File: src/rtl/board_test_button_pkg.sv
// Shared types and default timing constants for the board-test button conditioner.
package board_test_button_pkg;

   typedef enum logic [1:0] {
      IDLE         = 2'd0,
      PRESS_WAIT   = 2'd1,
      PRESSED      = 2'd2,
      RELEASE_WAIT = 2'd3
   } btn_state_t;

   localparam int unsigned DEF_DEBOUNCE_CYCLES = 65536;
   localparam int unsigned DEF_LONG_CYCLES     = 2621440;

endpackage

File: src/rtl/board_test_debounce_channel.sv
// One button channel: 2-flop synchroniser, debounce FSM, hold counter and registered pulses.
module board_test_debounce_channel
   import board_test_button_pkg::*;
#(
   parameter int unsigned DEBOUNCE_CYCLES = DEF_DEBOUNCE_CYCLES,
   parameter int unsigned LONG_CYCLES     = DEF_LONG_CYCLES
) (
   input  logic int_clock,
   input  logic rst,
   input  logic btn_n_i,
   output logic level_o,
   output logic press_o,
   output logic release_o,
   output logic long_o
);

   localparam int DW = $clog2(DEBOUNCE_CYCLES + 1);
   localparam int HW = $clog2(LONG_CYCLES + 1);
   localparam logic [DW-1:0] DEB_ONE   = DW'(1);
   localparam logic [DW-1:0] DEB_LAST  = DW'(DEBOUNCE_CYCLES - 1);
   localparam logic [HW-1:0] HOLD_MAX  = HW'(LONG_CYCLES);
   localparam logic [HW-1:0] HOLD_LAST = HW'(LONG_CYCLES - 1);

   btn_state_t    state_q, state_d;
   logic          sync1_q, sync_q;
   logic [DW-1:0] deb_q, deb_d;
   logic [HW-1:0] hold_q, hold_d;
   logic          level_q, level_d;
   logic          press_q, press_d;
   logic          rel_q, rel_d;
   logic          long_q, long_d;
   logic          hold_run;

   always_ff @(posedge int_clock or negedge rst) begin
      if (!rst) begin
         sync1_q <= 1'b1;
         sync_q  <= 1'b1;
         state_q <= IDLE;
         deb_q   <= '0;
         hold_q  <= '0;
         level_q <= 1'b0;
         press_q <= 1'b0;
         rel_q   <= 1'b0;
         long_q  <= 1'b0;
      end else begin
         sync1_q <= btn_n_i;
         sync_q  <= sync1_q;
         state_q <= state_d;
         deb_q   <= deb_d;
         hold_q  <= hold_d;
         level_q <= level_d;
         press_q <= press_d;
         rel_q   <= rel_d;
         long_q  <= long_d;
      end
   end

   always_comb begin
      state_d  = state_q;
      deb_d    = deb_q;
      hold_d   = hold_q;
      level_d  = level_q;
      press_d  = 1'b0;
      rel_d    = 1'b0;
      hold_run = (state_q == PRESSED || state_q == RELEASE_WAIT) && (hold_q != HOLD_MAX);
      if (hold_run) hold_d = hold_q + HW'(1);

      unique case (state_q)
         IDLE: begin
            if (!sync_q) begin
               if (DEBOUNCE_CYCLES == 1) begin
                  state_d = PRESSED;
                  level_d = 1'b1;
                  press_d = 1'b1;
                  deb_d   = '0;
                  hold_d  = '0;
               end else begin
                  state_d = PRESS_WAIT;
                  deb_d   = DEB_ONE;
               end
            end
         end
         PRESS_WAIT: begin
            if (sync_q) begin
               state_d = IDLE;
               deb_d   = '0;
            end else if (deb_q == DEB_LAST) begin
               state_d = PRESSED;
               level_d = 1'b1;
               press_d = 1'b1;
               deb_d   = '0;
               hold_d  = '0;
            end else begin
               deb_d = deb_q + DEB_ONE;
            end
         end
         PRESSED: begin
            if (sync_q) begin
               if (DEBOUNCE_CYCLES == 1) begin
                  state_d = IDLE;
                  level_d = 1'b0;
                  rel_d   = 1'b1;
                  deb_d   = '0;
               end else begin
                  state_d = RELEASE_WAIT;
                  deb_d   = DEB_ONE;
               end
            end
         end
         RELEASE_WAIT: begin
            if (!sync_q) begin
               state_d = PRESSED;
               deb_d   = '0;
            end else if (deb_q == DEB_LAST) begin
               state_d = IDLE;
               level_d = 1'b0;
               rel_d   = 1'b1;
               deb_d   = '0;
            end else begin
               deb_d = deb_q + DEB_ONE;
            end
         end
         default: state_d = IDLE;
      endcase

      // A release committing on the same edge suppresses the long pulse.
      long_d = hold_run && (hold_q == HOLD_LAST) && !rel_d;
   end

   assign level_o   = level_q;
   assign press_o   = press_q;
   assign release_o = rel_q;
   assign long_o    = long_q;

endmodule

File: src/rtl/board_test_button_conditioner.sv
// Conditions the S1/S2 push buttons into debounced levels and one-cycle event pulses.
module board_test_button_conditioner
   import board_test_button_pkg::*;
#(
   parameter int unsigned DEBOUNCE_CYCLES = DEF_DEBOUNCE_CYCLES,
   parameter int unsigned LONG_CYCLES     = DEF_LONG_CYCLES
) (
   input  logic int_clock,
   input  logic rst,
   input  logic s1_n,
   input  logic s2_n,
   output logic s1_level,
   output logic s2_level,
   output logic s1_press,
   output logic s2_press,
   output logic s1_release,
   output logic s2_release,
   output logic s1_long,
   output logic s2_long,
   output logic both_held
);

   board_test_debounce_channel #(
      .DEBOUNCE_CYCLES(DEBOUNCE_CYCLES),
      .LONG_CYCLES    (LONG_CYCLES)
   ) u_s1 (
      .int_clock(int_clock),
      .rst      (rst),
      .btn_n_i  (s1_n),
      .level_o  (s1_level),
      .press_o  (s1_press),
      .release_o(s1_release),
      .long_o   (s1_long)
   );

   board_test_debounce_channel #(
      .DEBOUNCE_CYCLES(DEBOUNCE_CYCLES),
      .LONG_CYCLES    (LONG_CYCLES)
   ) u_s2 (
      .int_clock(int_clock),
      .rst      (rst),
      .btn_n_i  (s2_n),
      .level_o  (s2_level),
      .press_o  (s2_press),
      .release_o(s2_release),
      .long_o   (s2_long)
   );

   assign both_held = s1_level & s2_level;

endmodule

File: config.mk
export PLATFORM = sky130hd
export DESIGN_NAME = board_test_button_conditioner
export DESIGN_NICKNAME = d
export VERILOG_FILES = /design/src/rtl/board_test_button_pkg.sv /design/src/rtl/board_test_debounce_channel.sv /design/src/rtl/board_test_button_conditioner.sv
export SDC_FILE = /design/constraint.sdc
export NUM_CORES = 1
export LEC_CHECK = 0
export CORE_ASPECT_RATIO = 0.5
export CORE_MARGIN = 5
export CORE_UTILIZATION = 50
export CTS_CLUSTER_DIAMETER = 60
export DETAILED_ROUTE_END_ITERATION = 8
export DONT_BUFFER_PORTS = 1
export PLACE_DENSITY = 0.76
export SYNTH_ARGS = -nofsm -noshare
export SYNTH_HDL_FRONTEND = slang
export SYNTH_SLANG_ARGS = --single-unit
export TNS_END_PERCENT = 5
File: constraint.sdc
create_clock -name int_clock -period 2.6 [get_ports int_clock]
set_clock_uncertainty 0.05 [all_clocks]
set_input_delay 0 -clock int_clock [delete_from_list [all_inputs] [get_ports int_clock]]
set_output_delay 0 -clock int_clock [all_outputs]
set_load 0.005 [all_outputs]
==> results.sh, run 1 <==
export IMPL_p_switching_uw=615
export IMPL_core_mm2=0.00954
export IMPL_fin_crit_ns=2.05
export IMPL_dieWidth_um=151
export IMPL_syn_nets=506
export IMPL_grt_use_total_pct=17.3
export IMPL_top_usage_layer="met2"
export IMPL_ys_top_cells_by_area="dfrtp_1 (46%), nor2_1 (4.7%), xor2_1 (3.7%)"
export IMPL_ctsResizeCount=0
export IMPL_grt_pass1_vias=3549
export IMPL_drt_iter0_markers=341
export IMPL_r2r_end="u_s2.hold_q[6]"
export IMPL_die_area_mm2=0.0121
export IMPL_area_delta_synth_final_pct=8.04
export IMPL_synthCells=496
export IMPL_ys_seq_elements=94
export IMPL_synthArstFlopShare_pct=100
export IMPL_synthDistinctLibCells=63
export IMPL_slew_violations=0
export IMPL_holdCritStartpoint="s2_n"
export IMPL_rr_startpoint="u_s2.deb_q[0]"
export IMPL_cp_slowest_cell="nor4_4"
export IMPL_ctsRootBufferMaster="clkbuf_16"
export IMPL_swShare_pct=21.7
export IMPL_hold_ws_ns=0.158
export IMPL_n_antenna_cell=0
export IMPL_fmax_mhz=488
export IMPL_grt_pass1_wl_um=16700
export IMPL_whs_endpoint="u_s2.sync1_q"
export IMPL_grt_remaining_overflow=0
export IMPL_critical_path_top_delay_family="simple AND/OR/NAND/NOR gates"
export IMPL_cp_arrival_ns=2.22
export IMPL_cts_path_max_buffers=2
export IMPL_antenna_found_initial=0
export IMPL_port_buffers=0
export IMPL_cp_end_kind="register"
export IMPL_start_kind="register"
export IMPL_p_comb_share_pct=4.0
export IMPL_ys_seq_area_share_pct=47.8
export IMPL_finalCritPeriodShare_pct=78.8
export IMPL_finalWirelength_um=9510
export IMPL_status="finished clean"
export IMPL_die_h_um=80.3
export IMPL_critPathMaxFanout=23
export IMPL_cpPeakStageDelay_ns=0.44
export IMPL_vias=3622
export IMPL_seqPwrFrac_pct=53.2
export IMPL_htreeDepth=3
export IMPL_ios=13
export IMPL_gr_usage_met3_pct=4.23
export IMPL_post_cts_buffers=0
export IMPL_power_share_clock_pct=42.8
export IMPL_fin_nets=509
export IMPL_synth_edf_count=0
export IMPL_dr_pass1_iters=4
export IMPL_grt_setup_unrepaired="no"
export IMPL_synthFlopType="dfrtp_1"
export IMPL_ir_worst_vdd_mv=0.373
export IMPL_routedWlPerCell_um=14.9
export IMPL_setup_viol=0
export IMPL_holdPathStages=1
export IMPL_grt_max_degree=95
export IMPL_setup_tns_final_ns=0
export IMPL_crit_buf_inv=1
export IMPL_clkLatencyLatePin_ns=0.34
export IMPL_crit_required_ns=2.77
export IMPL_final_hold_violation_count=0
export IMPL_p_leak_uw=0.00233
export IMPL_cts_sinks=94
export IMPL_synth_top_area_cell="dfrtp_1"
export IMPL_layout_drive_gt1_share_pct=9.52
export IMPL_cp_cell_sequence="ha_1 > nand3_1 > nor4_4 > and4_1 > buf_4 > nor2_1"
export IMPL_numCtsBuffers=9
export IMPL_drc=0
export IMPL_clk_pin_slew_worst_paths_ns=0.06
export IMPL_ys_top_cells_by_count="dfrtp_1 (90), nor2_1 (62), nand3_1 (34), nand2_1 (30), o21ai_0 (29)"
export IMPL_slew_headroom_pct=32.9
export IMPL_synth_top_area_share_pct=45.6
export IMPL_max_cap_viol_count=0
export IMPL_use_met1_pct=23.0
export IMPL_tightest_slew_ns=1.00
export IMPL_num_rows=25
export IMPL_yosysMostFrequentCell="dfrtp_1"
export IMPL_ys_warn_count=0
export IMPL_postCtsHoldBufs=4
export IMPL_p_int_uw=2220
export IMPL_netlist_area_mm2=0.00494
export IMPL_hold_path_class="in2reg"
export IMPL_synth_area_per_cell_um2=9.95
export IMPL_met2_usage_pct=28.3
export IMPL_rrSetupSlack_ns=0.55
export IMPL_gp_congestion=0.846
export IMPL_reg2reg_depth=6
export IMPL_dpl_hpwl_um=6270
export IMPL_initial_core_util_pct=51.7
export IMPL_cts_tree="built"
export IMPL_via_per_inst=5.67
export IMPL_antenna_left=0
export IMPL_worstSetupPathType="reg2reg"
export IMPL_p_per_area_mw_per_mm2=533
==> cell type report <==
type                       instances  area [um2]
inverter                          19        71.3
sequential                        94        2360
clock inverter                     1        5.00
fill                             842        4210
clock buffer                      15         268
multi-input combinational        367        2370
timing repair buffer               8        87.6
tap                              135         169
==> how the worst max path moves through the flow <==
| stage | from | to | slack [ns] | cells after the start |
|---|---|---|---|---|
| finish | u_s2.deb_q[0] | u_s2.hold_q[6] | 0.55 | 6 |
| global route | u_s2.deb_q[0] | u_s2.hold_q[9] | 0.44 | 6 |
| CTS | u_s2.deb_q[0] | u_s2.hold_q[11] | 0.55 | 6 |
| detailed placement | u_s2.deb_q[0] | u_s2.hold_q[11] | 0.56 | 6 |
| global placement | u_s2.deb_q[0] | u_s2.hold_q[18] | 0.64 | 6 |
| floorplan | u_s1.deb_q[0] | u_s1.deb_q[3] | 0.77 | 7 |
==> sequential cells by signal, indices dropped and copies added (netlist names), 17 cells and up, named ones only <==
register     cells
u_s1.hold_q     22
u_s1.deb_q      17
u_s2.deb_q      17
u_s2.hold_q     22
==> placed cells by master, fill, tap and decap left out, types with 6 or more instances in the layout <==
| cell | count |
|---|---|
| clkbuf_16 | 9 |
| and2_1 | 6 |
| nor2_1 | 62 |
| nor4_1 | 9 |
| ha_1 | 6 |
| xor2_1 | 21 |
| or3_1 | 7 |
| a31oi_1 | 9 |
| o21ai_0 | 29 |
| inv_1 | 19 |
| nand3_1 | 34 |
| nand4_1 | 20 |
| a21oi_1 | 11 |
| xnor2_1 | 20 |
| nor3_1 | 11 |
| dfrtp_1 | 90 |
| o31ai_1 | 6 |
| and3_1 | 8 |
| nand2_1 | 30 |
==> through the flow <==
stage	total power [uW]	utilization (%)	cell area, um2	setup WS [ns]	cells
2_1_floorplan	1590	-	4940	0.773	496
3_3_place_gp	1610	52.4	5000	0.640	619
3_5_place_dp	1610	52.4	5000	0.564	619
4_1_cts	2870	55.9	5330	0.554	639
5_1_grt	2950	55.9	5330	0.443	639
6_report	2840	55.9	5330	0.550	639
==> per-layer routing <==
metal  share of wire [%]  up-vias  routed length (um)
met5                   0        -                   0
met4                 1.2        0                 114
met3                 4.3       11                 413
met2                  46       68                4370
met1                  49     1760                4620
li1                    -     1783                   -
==> cell families (layout without fill, tap and decap cells) <==
logic type	Yosys count	after routing	synth area share, %
buffers and inverters	35	43	4.13
AND/OR/NAND/NOR	230	230	26.7
multiplexers	5	5	1.01
XOR/XNOR	43	43	7.93
flip-flops	94	94	47.8
AO/OA/AOI/OAI	83	83	10.9
adder cells (fa/ha/maj)	6	6	1.52
==> power groups by stage <==
stage / combinational [uW] / clock (uW) / sequential, uW
after detailed placement: 74.3 / 0 / 1540
after global routing: 128 / 1300 / 1520
final: 112 / 1220 / 1510
after CTS: 115 / 1240 / 1510
after floorplan: 60.6 / 0 / 1530
after global placement: 71.6 / 0 / 1540
==> worst reg2reg max path, delay by kind of cell (launching register included) <==
| family | cells | cell delay [ns] |
|---|---|---|
| adders and majority gates | 1 | 0.22 |
| DFF | 1 | 0.39 |
| and+or+nand+nor | 4 | 1.01 |
| buffers and inverters | 1 | 0.26 |
(Power assumes the default switching activity.)
==> run 2: changes to the inputs <==
==> constraint.sdc (replaced) <==
create_clock -name int_clock -period 1.9 [get_ports int_clock]
set_clock_uncertainty 0.05 [all_clocks]
set_input_delay 0 -clock int_clock [delete_from_list [all_inputs] [get_ports int_clock]]
set_output_delay 0 -clock int_clock [all_outputs]
set_load 0.005 [all_outputs]
==> run 2 against run 1 <==
  * The run now ends with negative hold slack, negative setup slack left
  * Global-route usage is 0.43 points higher
  * Total power is 40% higher
  * Hold slack worse by 0.87 ns
  * Routed wire length is 8.1% higher
  * Sequential share of layout area is 3.0 points lower
  * Register-to-register slack worse by 0.55 ns
  * Maximum frequency is 7.9% higher
  * Largest cell class unchanged
==> results.sh, run 2 (synthesis gave the netlist of run 1 again) <==
export IMPL_antenna_left=0
export IMPL_fmax_mhz=526
export IMPL_grt_use_total_pct=17.7
export IMPL_ios=13
export IMPL_layout_drive_gt1_share_pct=18.2
export IMPL_finalWirelength_um=10300
export IMPL_r2r_end="u_s1.hold_q[14]"
export IMPL_layout_commonest_cell="dfrtp_1"
export IMPL_die_h_um=80.3
export IMPL_status="complete, but fails checks"
export IMPL_p_switching_uw=949
export IMPL_postCtsHoldBufs=2
export IMPL_antenna_found_initial=0
export IMPL_crit_required_ns=2.09
export IMPL_tightest_slew_ns=0.638
export IMPL_cp_arrival_ns=2.09
export IMPL_routedWlPerCell_um=15.3
export IMPL_initial_core_util_pct=51.7
export IMPL_fin_nets=544
export IMPL_clk_pin_slew_worst_paths_ns=0.07
export IMPL_cts_sinks=94
export IMPL_hold_ws_ns=-0.709
export IMPL_htreeDepth=3
export IMPL_nFillCells=750
export IMPL_final_cell_mix="dfrtp_1 (89), nor2_1 (60), buf_4 (36)"
export IMPL_layoutNonFillerInstCount=674
export IMPL_clkLatencyLatePin_ns=0.35
export IMPL_n_antenna_cell=0
export IMPL_rrSetupSlack_ns=-0.0002
export IMPL_drt_iter0_markers=240
export IMPL_critPathMaxFanout=11
export IMPL_start_kind="register"
export IMPL_grt_pass1_vias=3668
export IMPL_ir_worst_vdd_mv=0.496
export IMPL_num_rows=25
export IMPL_reg2reg_depth=8
export IMPL_hold_path_class="in2async"
export IMPL_grt_setup_unrepaired="yes"
export IMPL_p_per_area_mw_per_mm2=695
export IMPL_post_place_cells=641
export IMPL_setup_viol=1
export IMPL_core_mm2=0.00954
export IMPL_drc=0
export IMPL_largest_registers="u_s1.hold_q: 22 flops, u_s2.hold_q: 22 flops"
export IMPL_slew_violations=0
export IMPL_final_hold_violation_count=94
export IMPL_cts_tree="built"
export IMPL_fin_ws_ns=-0.000186
export IMPL_ctsRootBufferMaster="clkbuf_16"
export IMPL_via_per_inst=5.73
export IMPL_cp_end_kind="register"
export IMPL_gp_congestion=0.880
export IMPL_grt_max_degree=95
export IMPL_cts_path_max_buffers=2
export IMPL_dr_pass1_iters=4
export IMPL_placed_area_mm2=0.00519
export IMPL_dpl_hpwl_um=6610
export IMPL_rr_startpoint="u_s1.deb_q[0]"
export IMPL_p_int_uw=3020
export IMPL_worstSetupPathType="reg2reg"
export IMPL_numCtsBuffers=9
export IMPL_p_leak_uw=0.00253
export IMPL_p_comb_share_pct=3.6
export IMPL_max_cap_viol_count=0
export IMPL_final_area_mm2=0.00572
export IMPL_seqPwrFrac_pct=52.0
export IMPL_dieWidth_um=151
export IMPL_vias=3863
export IMPL_power_share_clock_pct=44.4
export IMPL_die_area_mm2=0.0121
export IMPL_port_buffers=0
export IMPL_swShare_pct=23.9
export IMPL_failed_checks="negative hold slack, negative setup slack"
export IMPL_fin_crit_ns=1.90
export IMPL_grt_pass1_wl_um=17400
export IMPL_finalCritPeriodShare_pct=100
export IMPL_area_delta_synth_final_pct=15.8
export IMPL_slew_headroom_pct=57.4
export IMPL_final_core_util_pct=59.9
export IMPL_dp_slack_ns=-0.00632
export IMPL_grt_remaining_overflow=0
==> run 2: cell types whose count changed in the layout (fill, tap and decap cells not counted), moves of 2 or more <==
cell,change
nand3_4,+2
buf_4,+32
clkbuf_1,-4
nor2_2,+2
clkbuf_8,-2
o21ai_0,-2
ha_1,-2
nor2_1,-2
buf_12,+2
clkbuf_16,+2
nand3_1,-2
inv_6,+5
==> run 2: cell type report <==
class	instances	area (um2)	area share, %
Multi-Input combinational cell	367	2440	42.6
Sequential cell	94	2360	41.2
Timing Repair Buffer	43	392	6.85
Clock buffer	9	225	3.94
Tap cell	135	169	2.95
Inverter	19	71.3	1.25
Clock inverter	7	63.8	1.12
==> run 2: metal layers <==
layer / global-route usage [%] / vias up / wire length (um)
met3: 4.74 / 11 / 412
li1: - / 1861 / -
met1: 24.1 / 1921 / 4850
met5: 0 / - / 0
met2: 28.4 / 70 / 4910
met4: 4.47 / 0 / 116
==> run 2: what timing repair did <==
item	CTS	global route
endpoints found under the hold margin	96	94
resized for setup	2	16
setup buffers	0	13
cloned	0	2
setup endpoints to repair	5	66
pin swaps	2	8
==> run 2: worst max path at each step <==
| stage | start | end | slack, ns | depth (start not counted) |
|---|---|---|---|---|
| 3_3_place_gp | u_s1.deb_q[0] | u_s1.deb_q[11] | 0.06 | 6 |
| 6_report | u_s1.deb_q[0] | u_s1.hold_q[14] | -0.0002 | 8 |
| 4_1_cts | u_s1.deb_q[0] | u_s1.deb_q[3] | 0.04 | 6 |
| 5_1_grt | u_s1.deb_q[0] | u_s1.hold_q[9] | -0.09 | 8 |
| 2_1_floorplan | u_s1.deb_q[0] | u_s1.deb_q[3] | 0.07 | 7 |
| 3_5_place_dp | u_s2.sync_q | u_s2.deb_q[6] | -0.006 | 4 |
==> run 2: critical path: stages (launching register included) <==
cell and delay (ns):
dfrtp_1 0.39, ha_2 0.21, and4_4 0.24, and2_4 0.20, nand3_4 0.12, nor3_4 0.22
buf_6 0.15, clkbuf_16 0.15, nor2_1 0.05
==> run 2: stage by stage <==
stage	power, uW	setup TNS, ns
after floorplan	2180	0
after global placement	2220	0
after detailed placement	2220	-0.00632
after CTS	3990	0
after global routing	4120	-1.55
final	3970	-0.000186
==> run 2: power groups by stage <==
stage / registers [uW] / logic (uW) / clock network [uW]
finish: 2070 / 143 / 1760
global route: 2070 / 161 / 1890
CTS: 2060 / 129 / 1800
detailed placement: 2100 / 123 / 0
global placement: 2100 / 121 / 0
floorplan: 2100 / 83.0 / 0
